### config.mk
export PLATFORM = sky130hd
export DESIGN_NAME = mbus_interconnect
export DESIGN_NICKNAME = d
export VERILOG_FILES = /design/src/rtl/mbus_interconnect.sv
export SDC_FILE = /design/constraint.sdc
export NUM_CORES = 1
export LEC_CHECK = 0
export CAP_MARGIN = 30
export CORE_AREA = 2 2 133 135
export CTS_CLUSTER_DIAMETER = 200
export CTS_CLUSTER_SIZE = 28
export DETAILED_ROUTE_END_ITERATION = 16
export DIE_AREA = 0 0 135 137
export PLACE_DENSITY = 0.78
export REMOVE_ABC_BUFFERS = 1
export SLEW_MARGIN = 5
export SYNTH_ARGS = -nofsm -noshare
export SYNTH_HDL_FRONTEND = slang
export SYNTH_SLANG_ARGS = --single-unit
### constraint.sdc
create_clock -name clk -period 4.9 [get_ports clk]
set_input_delay 0.49 -clock clk [delete_from_list [all_inputs] [get_ports clk]]
set_output_delay 0.49 -clock clk [all_outputs]
set_load 0.1 [all_outputs]
### src/rtl/mbus_interconnect.sv
// Memory-bus interconnect: registered IDLE/ACCESS/DONE transaction FSM between the CPU
// master port and up to 16 slaves, with address-code decode, wait states, timeout and error count.
module mbus_interconnect #(
  parameter int unsigned                    WIDTH       = 32,
  parameter int unsigned                    NSLAVES     = 5,
  parameter int unsigned                    SEL_LSB     = 12,
  parameter int unsigned                    SEL_BITS    = 4,
  parameter logic [NSLAVES*SEL_BITS-1:0]    SLAVE_CODES = {4'hF, 4'hE, 4'hD, 4'hC, 4'h0},
  parameter int unsigned                    TIMEOUT     = 15,
  parameter logic [WIDTH-1:0]               ERR_VALUE   = 32'hDEADBEEF
) (
  input  logic                       clk,
  input  logic                       reset,
  input  logic                       m_req,
  input  logic [WIDTH-1:0]           m_addr,
  input  logic [WIDTH-1:0]           m_wdata,
  input  logic                       m_wen,
  output logic [WIDTH-1:0]           m_rdata,
  output logic                       m_ready,
  output logic                       m_err,
  output logic                       m_busy,
  output logic [NSLAVES-1:0]         s_cs,
  output logic [WIDTH-1:0]           s_addr,
  output logic [WIDTH-1:0]           s_wdata,
  output logic                       s_wen,
  input  logic [NSLAVES*WIDTH-1:0]   s_rdata,
  input  logic [NSLAVES-1:0]         s_ready,
  output logic [7:0]                 err_count
);

  localparam int unsigned CNT_W   = 8;
  localparam logic [CNT_W-1:0] TO_LAST = CNT_W'(TIMEOUT - 1);

  typedef enum logic [1:0] {IDLE, ACCESS, DONE} state_e;

  state_e               state_q, state_d;
  logic [WIDTH-1:0]     addr_q, addr_d;
  logic [WIDTH-1:0]     wdata_q, wdata_d;
  logic                 wen_q, wen_d;
  logic [NSLAVES-1:0]   sel_q, sel_d;
  logic [CNT_W-1:0]     wait_q, wait_d;
  logic [WIDTH-1:0]     rdata_q, rdata_d;
  logic                 ready_q, ready_d;
  logic                 err_q, err_d;
  logic [CNT_W-1:0]     cnt_q, cnt_d;

  logic [NSLAVES-1:0]   dec_sel;
  logic                 dec_hit;
  logic                 sel_rdy;
  logic [WIDTH-1:0]     sel_rdata;

  // Address decode (lowest matching index wins) and selected-slave ready/rdata mux
  always_comb begin
    dec_sel   = '0;
    dec_hit   = 1'b0;
    sel_rdata = '0;
    for (int unsigned i = 0; i < NSLAVES; i++) begin
      if (!dec_hit && (m_addr[SEL_LSB +: SEL_BITS] == SLAVE_CODES[i*SEL_BITS +: SEL_BITS])) begin
        dec_sel[i] = 1'b1;
        dec_hit    = 1'b1;
      end
      if (sel_q[i]) sel_rdata = sel_rdata | s_rdata[i*WIDTH +: WIDTH];
    end
    sel_rdy = |(sel_q & s_ready);
  end

  // State and datapath registers
  always_ff @(posedge clk or posedge reset) begin
    if (reset) begin
      state_q <= IDLE;
      addr_q  <= '0;
      wdata_q <= '0;
      wen_q   <= 1'b0;
      sel_q   <= '0;
      wait_q  <= '0;
      rdata_q <= '0;
      ready_q <= 1'b0;
      err_q   <= 1'b0;
      cnt_q   <= '0;
    end else begin
      state_q <= state_d;
      addr_q  <= addr_d;
      wdata_q <= wdata_d;
      wen_q   <= wen_d;
      sel_q   <= sel_d;
      wait_q  <= wait_d;
      rdata_q <= rdata_d;
      ready_q <= ready_d;
      err_q   <= err_d;
      cnt_q   <= cnt_d;
    end
  end

  // Next-state and datapath update
  always_comb begin
    state_d = state_q;
    addr_d  = addr_q;
    wdata_d = wdata_q;
    wen_d   = wen_q;
    sel_d   = sel_q;
    wait_d  = wait_q;
    rdata_d = rdata_q;
    ready_d = 1'b0;
    err_d   = err_q;
    cnt_d   = cnt_q;
    case (state_q)
      IDLE: begin
        if (m_req) begin
          addr_d  = m_addr;
          wdata_d = m_wdata;
          wen_d   = m_wen;
          if (dec_hit) begin
            sel_d   = dec_sel;
            wait_d  = '0;
            state_d = ACCESS;
          end else begin
            rdata_d = ERR_VALUE;
            err_d   = 1'b1;
            ready_d = 1'b1;
            state_d = DONE;
          end
        end
      end
      ACCESS: begin
        // Ready on the timeout cycle takes priority over the timeout
        if (sel_rdy) begin
          rdata_d = sel_rdata;
          err_d   = 1'b0;
          ready_d = 1'b1;
          state_d = DONE;
        end else if ((TIMEOUT != 0) && (wait_q == TO_LAST)) begin
          rdata_d = ERR_VALUE;
          err_d   = 1'b1;
          ready_d = 1'b1;
          state_d = DONE;
        end else begin
          wait_d = wait_q + CNT_W'(1);
        end
      end
      DONE: begin
        state_d = IDLE;
        if (err_q && (cnt_q != '1)) cnt_d = cnt_q + CNT_W'(1);
      end
      default: state_d = IDLE;
    endcase
  end

  // Outputs decoded from state and latched registers
  always_comb begin
    m_busy = (state_q != IDLE);
    s_cs   = (state_q == ACCESS) ? sel_q : '0;
    s_wen  = (state_q == ACCESS) && wen_q;
  end

  assign m_rdata   = rdata_q;
  assign m_ready   = ready_q;
  assign m_err     = err_q;
  assign s_addr    = addr_q;
  assign s_wdata   = wdata_q;
  assign err_count = cnt_q;

endmodule

Word level (Yosys, flattened, before mapping)
Cells that the tools add are included.
Widths: inputs -> output; s select.
Storage, ports and cells
  output and inout port bits: 113
  register bits after elaboration: 122
  word-level logic and storage cells: 92
Operators by class
  multiplexer cells: 40
  bitwise logic cells: 5
  equal/unequal tests: 14
  reductions and logical operators: 21
  $add $sub $neg: 2
Operators with widths (number)
  $mux 32: 9
  $or 32x32->32: 4
  $pmux 32 s2: 1
  $mux 8: 4
  $mux 1: 17
  $add 8x1->8 const B: 2
  $eq 4x4->1 const B: 4
  $pmux 8 s2: 1
  $ne 2x2->1 const B: 5
  $eq 8x4->1 const B: 1
  $mux 2: 4
  $ne 8x8->1 const B: 1
  $logic_and 1x1->1: 6
  $reduce_and 2->1: 3
  $and 5x5->5: 1
  $mux 5: 1
  $reduce_and 5->1: 1
  $reduce_or 5->1: 1
  $logic_not 1->1: 4
  $logic_not 4->1: 1
  $pmux 1 s2: 2
  $pmux 2 s2: 1
  $reduce_and 4->1: 1
  $reduce_bool 2->1: 2
  other kinds (5): 5

Depth between registers and ports, before layout
Gate-level depths: netlist of the first run.
  depth after elaboration: 17
  mapped depth: 9
  depth with buffers taken out: 7

Least setup slack after synthesis of the first run
No wires, ideal clock.
  kind: reg2out
  start: register sel_q[0]
  end: output s_cs[0]
  cell stages (with the launch flop): 5
  path buffers: 2
  arrival: 2.031 ns
  slack: 2.379 ns
  path through: dfrtp_1 buf_6 clkbuf_1 inv_1 nor2_1
Between the ends
  longest elaborated chain between the ends: 1
RTL lines
  start, declared: line 40  | logic [NSLAVES-1:0] sel_q, sel_d;
  start signal, assigned: line 85  | sel_q <= sel_d;
  $mux 5: line 151  | s_cs = (state_q == ACCESS) ? sel_q : '0;
  end, declared: line 22  | output logic [NSLAVES-1:0] s_cs,
Every way passes these cells.

Worst setup path after layout of the first run
  start: register state_q[0]
  end: output s_cs[2]
Between the ends
  longest elaborated chain between the ends: 2
RTL lines
  start, declared: line 36  | state_e state_q, state_d;
  start signal, assigned: line 81  | state_q <= state_d;
  $eq 2x1->1: line 151
  $mux 5: line 151
Every way passes these cells.

==> flow_metrics.env, run 1 <==
export IMPL_finish_net_count=1163
export IMPL_worstSetupEndpointType="output pin"
export IMPL_cts_tree="yes"
export IMPL_clockPowerShare=0.157
export IMPL_cp_max_fo=13
export IMPL_netlist_area_leader_share=0.541
export IMPL_hold_viol_final=0
export IMPL_tritoncts_num_buffers=17
export IMPL_place_worst_setup_slack_ps=1900
export IMPL_io_pins=346
export IMPL_synth_area_leaders="sky130_fd_sc_hd__dfrtp_1 54%, sky130_fd_sc_hd__nand2_1 14%, sky130_fd_sc_hd__a222oi_1 5.9%, sky130_fd_sc_hd__a22oi_1 4.4%, sky130_fd_sc_hd__o21a_1 3.5%"
export IMPL_drt_initial_drc_count=384
export IMPL_clk_root_buffer_cell="sky130_fd_sc_hd__clkbuf_16"
export IMPL_post_synth_inst_count=591
export IMPL_synthMostInstantiatedCell="sky130_fd_sc_hd__nand2_1"
export IMPL_total_wirelength_of_the_detailed_routed_design_um=21400
export IMPL_timing_fmax_mhz=294
export IMPL_hp_class="flop to flop"
export IMPL_combinationalPowerShare=0.633
export IMPL_post_synthesis_sequential_element_count=122
export IMPL_layout_cell_share_with_drive_strength_beyond_1=0.0553
export IMPL_outcome="finished, final reports clean"
export IMPL_placed_cells_incl_taps=1133
export IMPL_critPathArrivalTime_ps=2910
export IMPL_finish_utilization=0.586
export IMPL_synth_top_cells_by_count="209 x sky130_fd_sc_hd__nand2_1, 122 x sky130_fd_sc_hd__dfrtp_1, 35 x sky130_fd_sc_hd__clkbuf_1"
export IMPL_swShare=0.563
export IMPL_total_number_of_vias=5971
export IMPL_gpl_final_weighted_congestion=0.858
export IMPL_max_cap_violations=0
export IMPL_globalRouteTotalUtil=0.227
export IMPL_setup_tns_final_ps=0
export IMPL_final_instance_count_excl_fill=1167
export IMPL_ant_nets=0
export IMPL_tightest_slew_ps=1030
export IMPL_setup_viol=0
export IMPL_design_die_area_mm2=0.0185
export IMPL_area_growth_synth_to_final_pct=77.2
export IMPL_rows=48
export IMPL_critical_path_class="flop to output pin"
export IMPL_post_route_min_period_ps=3400
export IMPL_worstSetupStartpointType="flop"
export IMPL_power_report_internal_total_mw=3.41
export IMPL_clk_transition_reported_paths_ps=60
export IMPL_critPathSlowestCell="sky130_fd_sc_hd__clkdlybuf4s50_1"
export IMPL_post_detailed_placement_half_perimeter_wirelength_um=15700
export IMPL_antenna_found_initial=2
export IMPL_most_frequently_used_flop_master_after_synthesis="sky130_fd_sc_hd__dfrtp_1"
export IMPL_synth_async_reset_ratio=1.00
export IMPL_avgSynthCellArea_um2=9.54
export IMPL_synth_enable_flop_cells=0
export IMPL_worstPathRequired_ps=4410
export IMPL_critical_path_n_buffers_inverters=1
export IMPL_synth_yosys_seq_area_share=0.541
export IMPL_yosys_warnings=0
export IMPL_post_synth_num_cell_types=48
export IMPL_fin_ws_ps=1500
export IMPL_per_cell_via_count_in_the_routed_design=5.12
export IMPL_cpLargestDelayFamily="buffers and inverters"
export IMPL_ff2ff_path_depth=6
export IMPL_grt_first_pass_wirelength_um=32400
export IMPL_final_max_slew_viol_count=0
export IMPL_rsz0062_at_grt="no"
export IMPL_total_switching_power_mw=4.39
export IMPL_htreeDepth=4
export IMPL_ir_drop_uv=654
export IMPL_fin_total_pwr_mw=7.80
export IMPL_numPortBuffers=345
export IMPL_slew_headroom=0.311
export IMPL_skew_ps=5.31
export IMPL_p_leak_nw=4.33
export IMPL_power_sequential_fraction=0.211
export IMPL_timing_final_crit_share=0.693
export IMPL_grt_max_degree=70
export IMPL_power_density_cell_area_mw_per_mm2=780
export IMPL_chipWidth_um=135
export IMPL_crit_cells=3
export IMPL_detail_route_drc_violations=0
export IMPL_clockBufferDepth=2
export IMPL_post_synth_top_area_cell="sky130_fd_sc_hd__dfrtp_1"
export IMPL_cts_hold_fix_buffers=0
export IMPL_drtPass1Iterations=10
export IMPL_wl_per_cell_um=18.3
export IMPL_die_height_um=137
export IMPL_clk_insertion_delay_late_ps=410
export IMPL_globalRoute_totalOverflow=0
export IMPL_worst_path_largest_cell_delay_ps=1130
export IMPL_grt_pass1_vias=5974
export IMPL_holdPathStages=2
export IMPL_initial_utilization=0.331
export IMPL_post_cts_setup_buffer_count=0
export IMPL_path_cells="nor2b_1 -> and2_1 -> clkdlybuf4s50_1"
export IMPL_post_cts_resized=0
export IMPL_core_area_mm2=0.0171
export IMPL_clock_sinks=122
export IMPL_syn_cell_area_mm2=0.00564
-- layout by cell type (no fill, tap or decap), types with 4 or more instances in the layout --
cell,instances
sky130_fd_sc_hd__a22o_1,10
sky130_fd_sc_hd__dfrtp_1,122
sky130_fd_sc_hd__buf_4,9
sky130_fd_sc_hd__and2_1,6
sky130_fd_sc_hd__buf_16,5
sky130_fd_sc_hd__o21a_1,26
sky130_fd_sc_hd__nor2_1,6
sky130_fd_sc_hd__and3_1,4
sky130_fd_sc_hd__clkdlybuf4s50_1,345
sky130_fd_sc_hd__nand2_1,208
sky130_fd_sc_hd__inv_1,7
sky130_fd_sc_hd__a22oi_1,33
sky130_fd_sc_hd__a222oi_1,33
sky130_fd_sc_hd__clkbuf_16,17
sky130_fd_sc_hd__xor2_1,4
sky130_fd_sc_hd__clkinv_4,5
sky130_fd_sc_hd__a21o_1,4
sky130_fd_sc_hd__nand3_1,32
-- stage by stage --
| stage | hold WS (ps) | area, um2 |
|---|---|---|
| 5_1_grt | 492 | 9990 |
| 4_1_cts | 471 | 9990 |
| 3_5_place_dp | 458 | 9410 |
| 6_report | 466 | 9990 |
| 3_3_place_gp | 457 | 9270 |
| 2_1_floorplan | 437 | 5450 |
-- power groups by stage --
stage                     clock (mW)  sequential [mW]  combinational (mW)
after floorplan                    0             4.24               0.890
after global placement             0             1.64                4.79
after detailed placement           0             1.65                4.94
after CTS                       1.25             1.64                4.95
after global routing            1.31             1.69                5.14
final                           1.22             1.64                4.93
-- worst paths after layout --
check,start,to,slack (ps)
min in group asynchronous,reset,s_wdata[23],550
worst min register to register,wen_q,wen_q,470
worst min-delay path,wen_q,wen_q,470
worst max-delay path,state_q[0],s_cs[2],1500
max in group asynchronous,reset,m_rdata[29],3220
worst max register to register,sel_q[3],m_rdata[6],2190
-- worst register-to-register path: cells and delay by family, from the launching register on --
family                 cells  cell delay (ps)
AOI/OAI and AO/OA          3             1550
buffers and inverters      2              470
DFF                        1              360
and+or+nand+nor            1              220
-- state kept, by name, indices dropped and copies added (netlist names) --
| register | count |
|---|---|
| wait_q | 8 |
| sel_q | 5 |
| m_rdata | 32 |
| err_count | 8 |
| m_err | 1 |
| state_q | 2 |
| wen_q | 1 |
| s_wdata | 32 |
| s_addr | 32 |
| m_ready | 1 |
-- layer usage --
metal,share of wire,wire length (um),track usage,vias to the layer above
met3,0.11,2360,0.0800,32
met4,0.023,500,0.0920,0
met2,0.49,10400,0.371,325
met1,0.38,8090,0.274,2838
li1,-,-,-,2776
met5,0,0,0,-
-- logic make-up after synthesis --
logic type	share of synthesized area
AND/OR/NAND/NOR	0.210
AO/OA/AOI/OAI	0.183
flip-flops	0.541
buffers and inverters	0.0399
XOR/XNOR	0.0109
multiplexers	0.00754
adder cells (fa/ha/maj)	0.00666
-- final cells by class --
class,instances,area (um2)
diodes,2,5.00
fillers,1509,7060
flip-flops and latches,122,3050
multi-input cells,418,2380
well taps,225,282
clock buffers,18,429
inverters,9,38.8
repair buffers,359,3660
clock inverters,14,150
(Power assumes the default switching activity.)
==> inputs of run 2 (changes only) <==
==> constraint.sdc (replaced) <==
create_clock -name clk -period 3.5 [get_ports clk]
set_input_delay 0.35 -clock clk [delete_from_list [all_inputs] [get_ports clk]]
set_output_delay 0.35 -clock clk [all_outputs]
set_load 0.1 [all_outputs]
==> run 2 against run 1 <==
Compared with the run above:
- routed wire length is 0.37% lower
- critical path depth stayed put
- die area stayed put
- setup slack worse by 520 ps
- critical endpoint is now m_busy
- non-clock buffer count is 5 higher
- largest cell class unchanged
- clock power is 49% higher
- clock skew is 0.72 ps higher
- sequential power is 40% higher
- combinational power is 40% higher
- total power is 42% higher
==> flow_metrics.env, run 2 (synthesis gave the netlist of run 1 again) <==
export IMPL_setup_viol=0
export IMPL_layout_common_cells="339 x sky130_fd_sc_hd__clkdlybuf4s50_1, 208 x sky130_fd_sc_hd__nand2_1, 122 x sky130_fd_sc_hd__dfrtp_1"
export IMPL_numPortBuffers=345
export IMPL_cts_tree="yes"
export IMPL_ant_nets=0
export IMPL_ir_drop_uv=846
export IMPL_rsz0062_at_grt="no"
export IMPL_globalRouteTotalUtil=0.225
export IMPL_final_max_slew_viol_count=0
export IMPL_worstSetupEndpointType="output pin"
export IMPL_power_report_internal_total_mw=4.88
export IMPL_setup_tns_final_ps=0
export IMPL_drtPass1Iterations=7
export IMPL_timing_fmax_mhz=397
export IMPL_initial_utilization=0.331
export IMPL_swShare=0.558
export IMPL_path_cells="nor2_1 -> inv_1 -> clkdlybuf4s50_1"
export IMPL_total_number_of_vias=5970
export IMPL_worstSetupStartpointType="flop"
export IMPL_io_pins=346
export IMPL_critPathArrivalTime_ps=2170
export IMPL_timing_final_crit_share=0.720
export IMPL_cp_max_fo=5
export IMPL_cts_hold_fix_buffers=0
export IMPL_critical_path_n_buffers_inverters=2
export IMPL_mostFrequentLayoutCell="sky130_fd_sc_hd__clkdlybuf4s50_1"
export IMPL_grt_max_degree=70
export IMPL_area_growth_synth_to_final_pct=79.0
export IMPL_slew_headroom=0.310
export IMPL_gpl_final_weighted_congestion=0.836
export IMPL_detail_route_drc_violations=0
export IMPL_clk_transition_reported_paths_ps=60
export IMPL_htreeDepth=4
export IMPL_grt_first_pass_wirelength_um=32300
export IMPL_hp_class="input port to async pin"
export IMPL_drt_initial_drc_count=345
export IMPL_max_cap_violations=0
export IMPL_core_area_mm2=0.0171
export IMPL_combinationalPowerShare=0.627
export IMPL_antenna_found_initial=3
export IMPL_post_cts_setup_buffer_count=0
export IMPL_outcome="finished, final reports clean"
export IMPL_tightest_slew_ps=1030
export IMPL_layout_cell_share_with_drive_strength_beyond_1=0.0677
export IMPL_cpLargestDelayFamily="buffers and inverters"
export IMPL_worst_path_largest_cell_delay_ps=970
export IMPL_skew_ps=6.04
export IMPL_post_detailed_placement_half_perimeter_wirelength_um=15600
export IMPL_worstPathRequired_ps=3150
export IMPL_post_route_min_period_ps=2520
export IMPL_globalRoute_totalOverflow=0
export IMPL_clockPowerShare=0.165
export IMPL_clk_insertion_delay_late_ps=410
export IMPL_critPathSlowestCell="sky130_fd_sc_hd__clkdlybuf4s50_1"
export IMPL_placed_cells_incl_taps=1137
export IMPL_wl_per_cell_um=18.1
export IMPL_per_cell_via_count_in_the_routed_design=5.09
export IMPL_power_density_cell_area_mw_per_mm2=1090
export IMPL_final_instance_count_excl_fill=1173
export IMPL_clk_root_buffer_cell="sky130_fd_sc_hd__clkbuf_16"
export IMPL_chipWidth_um=135
export IMPL_power_sequential_fraction=0.208
export IMPL_rows=48
export IMPL_p_leak_nw=4.40
export IMPL_critical_path_class="flop to output pin"
export IMPL_finish_net_count=1168
export IMPL_clock_sinks=122
export IMPL_tritoncts_num_buffers=17
export IMPL_design_die_area_mm2=0.0185
export IMPL_die_height_um=137
export IMPL_hold_viol_final=0
export IMPL_total_wirelength_of_the_detailed_routed_design_um=21300
export IMPL_grt_pass1_vias=6087
export IMPL_clockBufferDepth=2
export IMPL_total_switching_power_mw=6.17
export IMPL_post_cts_resized=0
run 2: worst reg2reg max path, cell delays in order (launching register included):
cell and delay [ps]:
sky130_fd_sc_hd__dfrtp_1 400, sky130_fd_sc_hd__inv_1 110, sky130_fd_sc_hd__ha_1 160, sky130_fd_sc_hd__or3b_1 360
sky130_fd_sc_hd__or2_0 230, sky130_fd_sc_hd__a311o_1 540, sky130_fd_sc_hd__inv_4 330, sky130_fd_sc_hd__o21a_1 180
run 2: cell type report:
class	instances	area, um2
diodes	3	7.51
clock buffers	17	425
clock inverters	15	189
fillers	1482	6960
inverters	9	38.8
multi-input cells	418	2380
flip-flops and latches	122	3050
well taps	225	282
repair buffers	364	3720
run 2: stage by stage:
| stage | utilization | cell area [um2] | hold WS (ps) | setup WS, ps | power (mW) |
|---|---|---|---|---|---|
| 2_1_floorplan | - | 5450 | 437 | -92.5 | 7.19 |
| 6_report | 0.592 | 10100 | 274 | 981 | 11.0 |
| 5_1_grt | 0.592 | 10100 | 281 | 853 | 11.5 |
| 3_5_place_dp | 0.554 | 9440 | 460 | 785 | 9.24 |
| 4_1_cts | 0.590 | 10100 | 440 | 966 | 11.1 |
| 3_3_place_gp | 0.544 | 9280 | 453 | 819 | 9.01 |
run 2: power by group through the flow:
stage	Sequential [mW]	Combinational, mW	Clock, mW
finish	2.30	6.92	1.82
global route	2.37	7.21	1.93
CTS	2.30	6.94	1.87
detailed placement	2.31	6.93	0
global placement	2.30	6.72	0
floorplan	5.94	1.25	0
run 2: path summary, 6_finish.rpt:
check,start,end,slack (ps),depth (start not counted)
setup reg to reg,wait_q[0],m_rdata[11],1130,7
hold reg to reg,s_wdata[23],s_wdata[23],470,2
max in group asynchronous,reset,wait_q[2],2430,4
hold / removal,reset,s_addr[6],270,2
min in group clk,m_addr[23],s_addr[23],460,3
setup / recovery,state_q[1],m_busy,980,3
run 2: layer usage:
metal / GRT usage / part of all wire
met5: 0 / 0
met4: 0.105 / 0.033
met3: 0.0859 / 0.11
met2: 0.372 / 0.48
met1: 0.259 / 0.38
==> RTL change, RTL diff (settings of run 1) <==
Make the reset (`reset`) synchronous in one clocked block.
--- a/src/rtl/mbus_interconnect.sv
+++ b/src/rtl/mbus_interconnect.sv
@@ -65,7 +65,7 @@
   end
 
   // State and datapath registers
-  always_ff @(posedge clk or posedge reset) begin
+  always_ff @(posedge clk) begin
     if (reset) begin
       state_q <= IDLE;
       addr_q  <= '0;
Function: differs if reset is asserted again (counterexample within 4 cycles, from zero or initial values and one cycle with reset high); with reset held inactive, the same outputs for 4 cycles.
==> RTL change against run 1 <==
Synthesized area decreased by 6.6%. Final area decreased by 4.3%. Largest cell class unchanged. Clock skew increased by 0.0028 ns. Routed wire length decreased by 1.8%. Setup slack improved by 0.035 ns. Sequential cell count unchanged. Synthesized cell count increased by 5.1%. Utilization decreased by 2.5 points. Register-to-register slack improved by 0.28 ns. Critical path depth unchanged.
Power is not compared: it rests on default switching activity, and its combinational part moved more than twofold at a synthesized area within 25%.
==> RTL change: results <==
[synthesis]
synth_flop_cell = dfxtp_1
synth_top_cells_by_count = nand2_1 (137), dfxtp_1 (122), a21oi_1 (83)
ys_types = 49
synth_area_leaders = dfxtp_1 (46%), nand2_1 (9.8%), a21oi_1 (7.9%)
avgSynthCellArea_um2 = 8.48
share_of_the_yosys_chip_area_belonging_to_registers_pct = 46.4
synth_async_sr_flop_share_pct = 0

[global_route]
grt_util_all_layers_pct = 21.2
grt_first_pass_wirelength_um = 30500
grt_util_met1_pct = 26.1
grtUsageMet3_pct = 7.59
grt_start_max_net_pins = 68
grt_antenna_before_repair = 3
grt_pass1_vias = 5582

[route]
top_layer = met5
vias = 6078
wl_um = 21000
detail_route.wirelength.met1_um = 8350
detailed_routing_iterations_pass_1 = 9
met2WireLength_um = 10300
detailedRoute.firstIterationViolations = 361
wl_met3_um = 1840

[sta]
holdWs_ns = 0.451
max_slew.worst_pin.slew_ns = 1.05
postLayoutSetupSlackWorst_ns = 1.54
fin_worst_skew_ns = 0.00816

[placed_design]
gp_congestion = 0.836
placed_cells = 1148
detailed_placement_hpwl_um = 15300
dp_slack_ns = 1.96
detailed_place.area_um2 = 8970

[critical_path]
timing.critical_path.arrival_ns = 2.87
slowest_stage = clkdlybuf4s50_1
worstPathMaxFanout = 10
cp-startpoint = state_q[0]
reg_to_reg_endpoint = wait_q[4]
critical_path.max_stage_delay_ns = 1.16
reg2regPathDepth = 5
regToRegStartpoint = sel_q[0]
worst_setup_path_endpoint = s_wen

[power]
power.total_uw = 3360
intPower_uw = 2190
power_density_of_the_placed_cells_nw_per_um2 = 351

[clocking]
clk_root_buffer_cell = clkbuf_16
cts_buffers = 17

[worst_hold_path]
worst_hold_startpoint = s_wdata[0]
hold_worst_path_end = s_wdata[0]

[finish]
nets = 1178
number_of_fill_cells = 1556
drive_gt1_share_pct = 5.24
final_cells = 1182

[outcome]
result_of_the_run = finished clean

[run]
cap_viol_max_count = 0
==> RTL change: changes by cell type after synthesis, sizes merged, moves of 14 or more <==
cell / before / now
a21oi: 4 / 83
a31oi: 0 / 25
clkbuf: 35 / 49
dfrtp: 122 / 0
dfxtp: 0 / 122
nand2: 209 / 137
nand3: 32 / 4
==> RTL change: layout make-up <==
class	count	area share, %
inverter	6	0.236
clock inverter	11	1.27
sequential	122	25.5
multi-input combinational	436	27.1
timing repair buffer	359	38.0
clock buffer	21	4.82
antenna	2	0.0523
tap	225	2.94
==> RTL change: cell families after synthesis <==
| kind of cell | Yosys count | share of synthesized area [%] |
|---|---|---|
| AOI/OAI and AO/OA | 229 | 30.4 |
| and+or+nand+nor | 195 | 16.2 |
| DFF | 122 | 46.4 |
| buffers and inverters | 63 | 4.75 |
| xor gates and xnor gates | 7 | 1.16 |
| adders and majority gates | 3 | 0.713 |
| muxes | 2 | 0.380 |
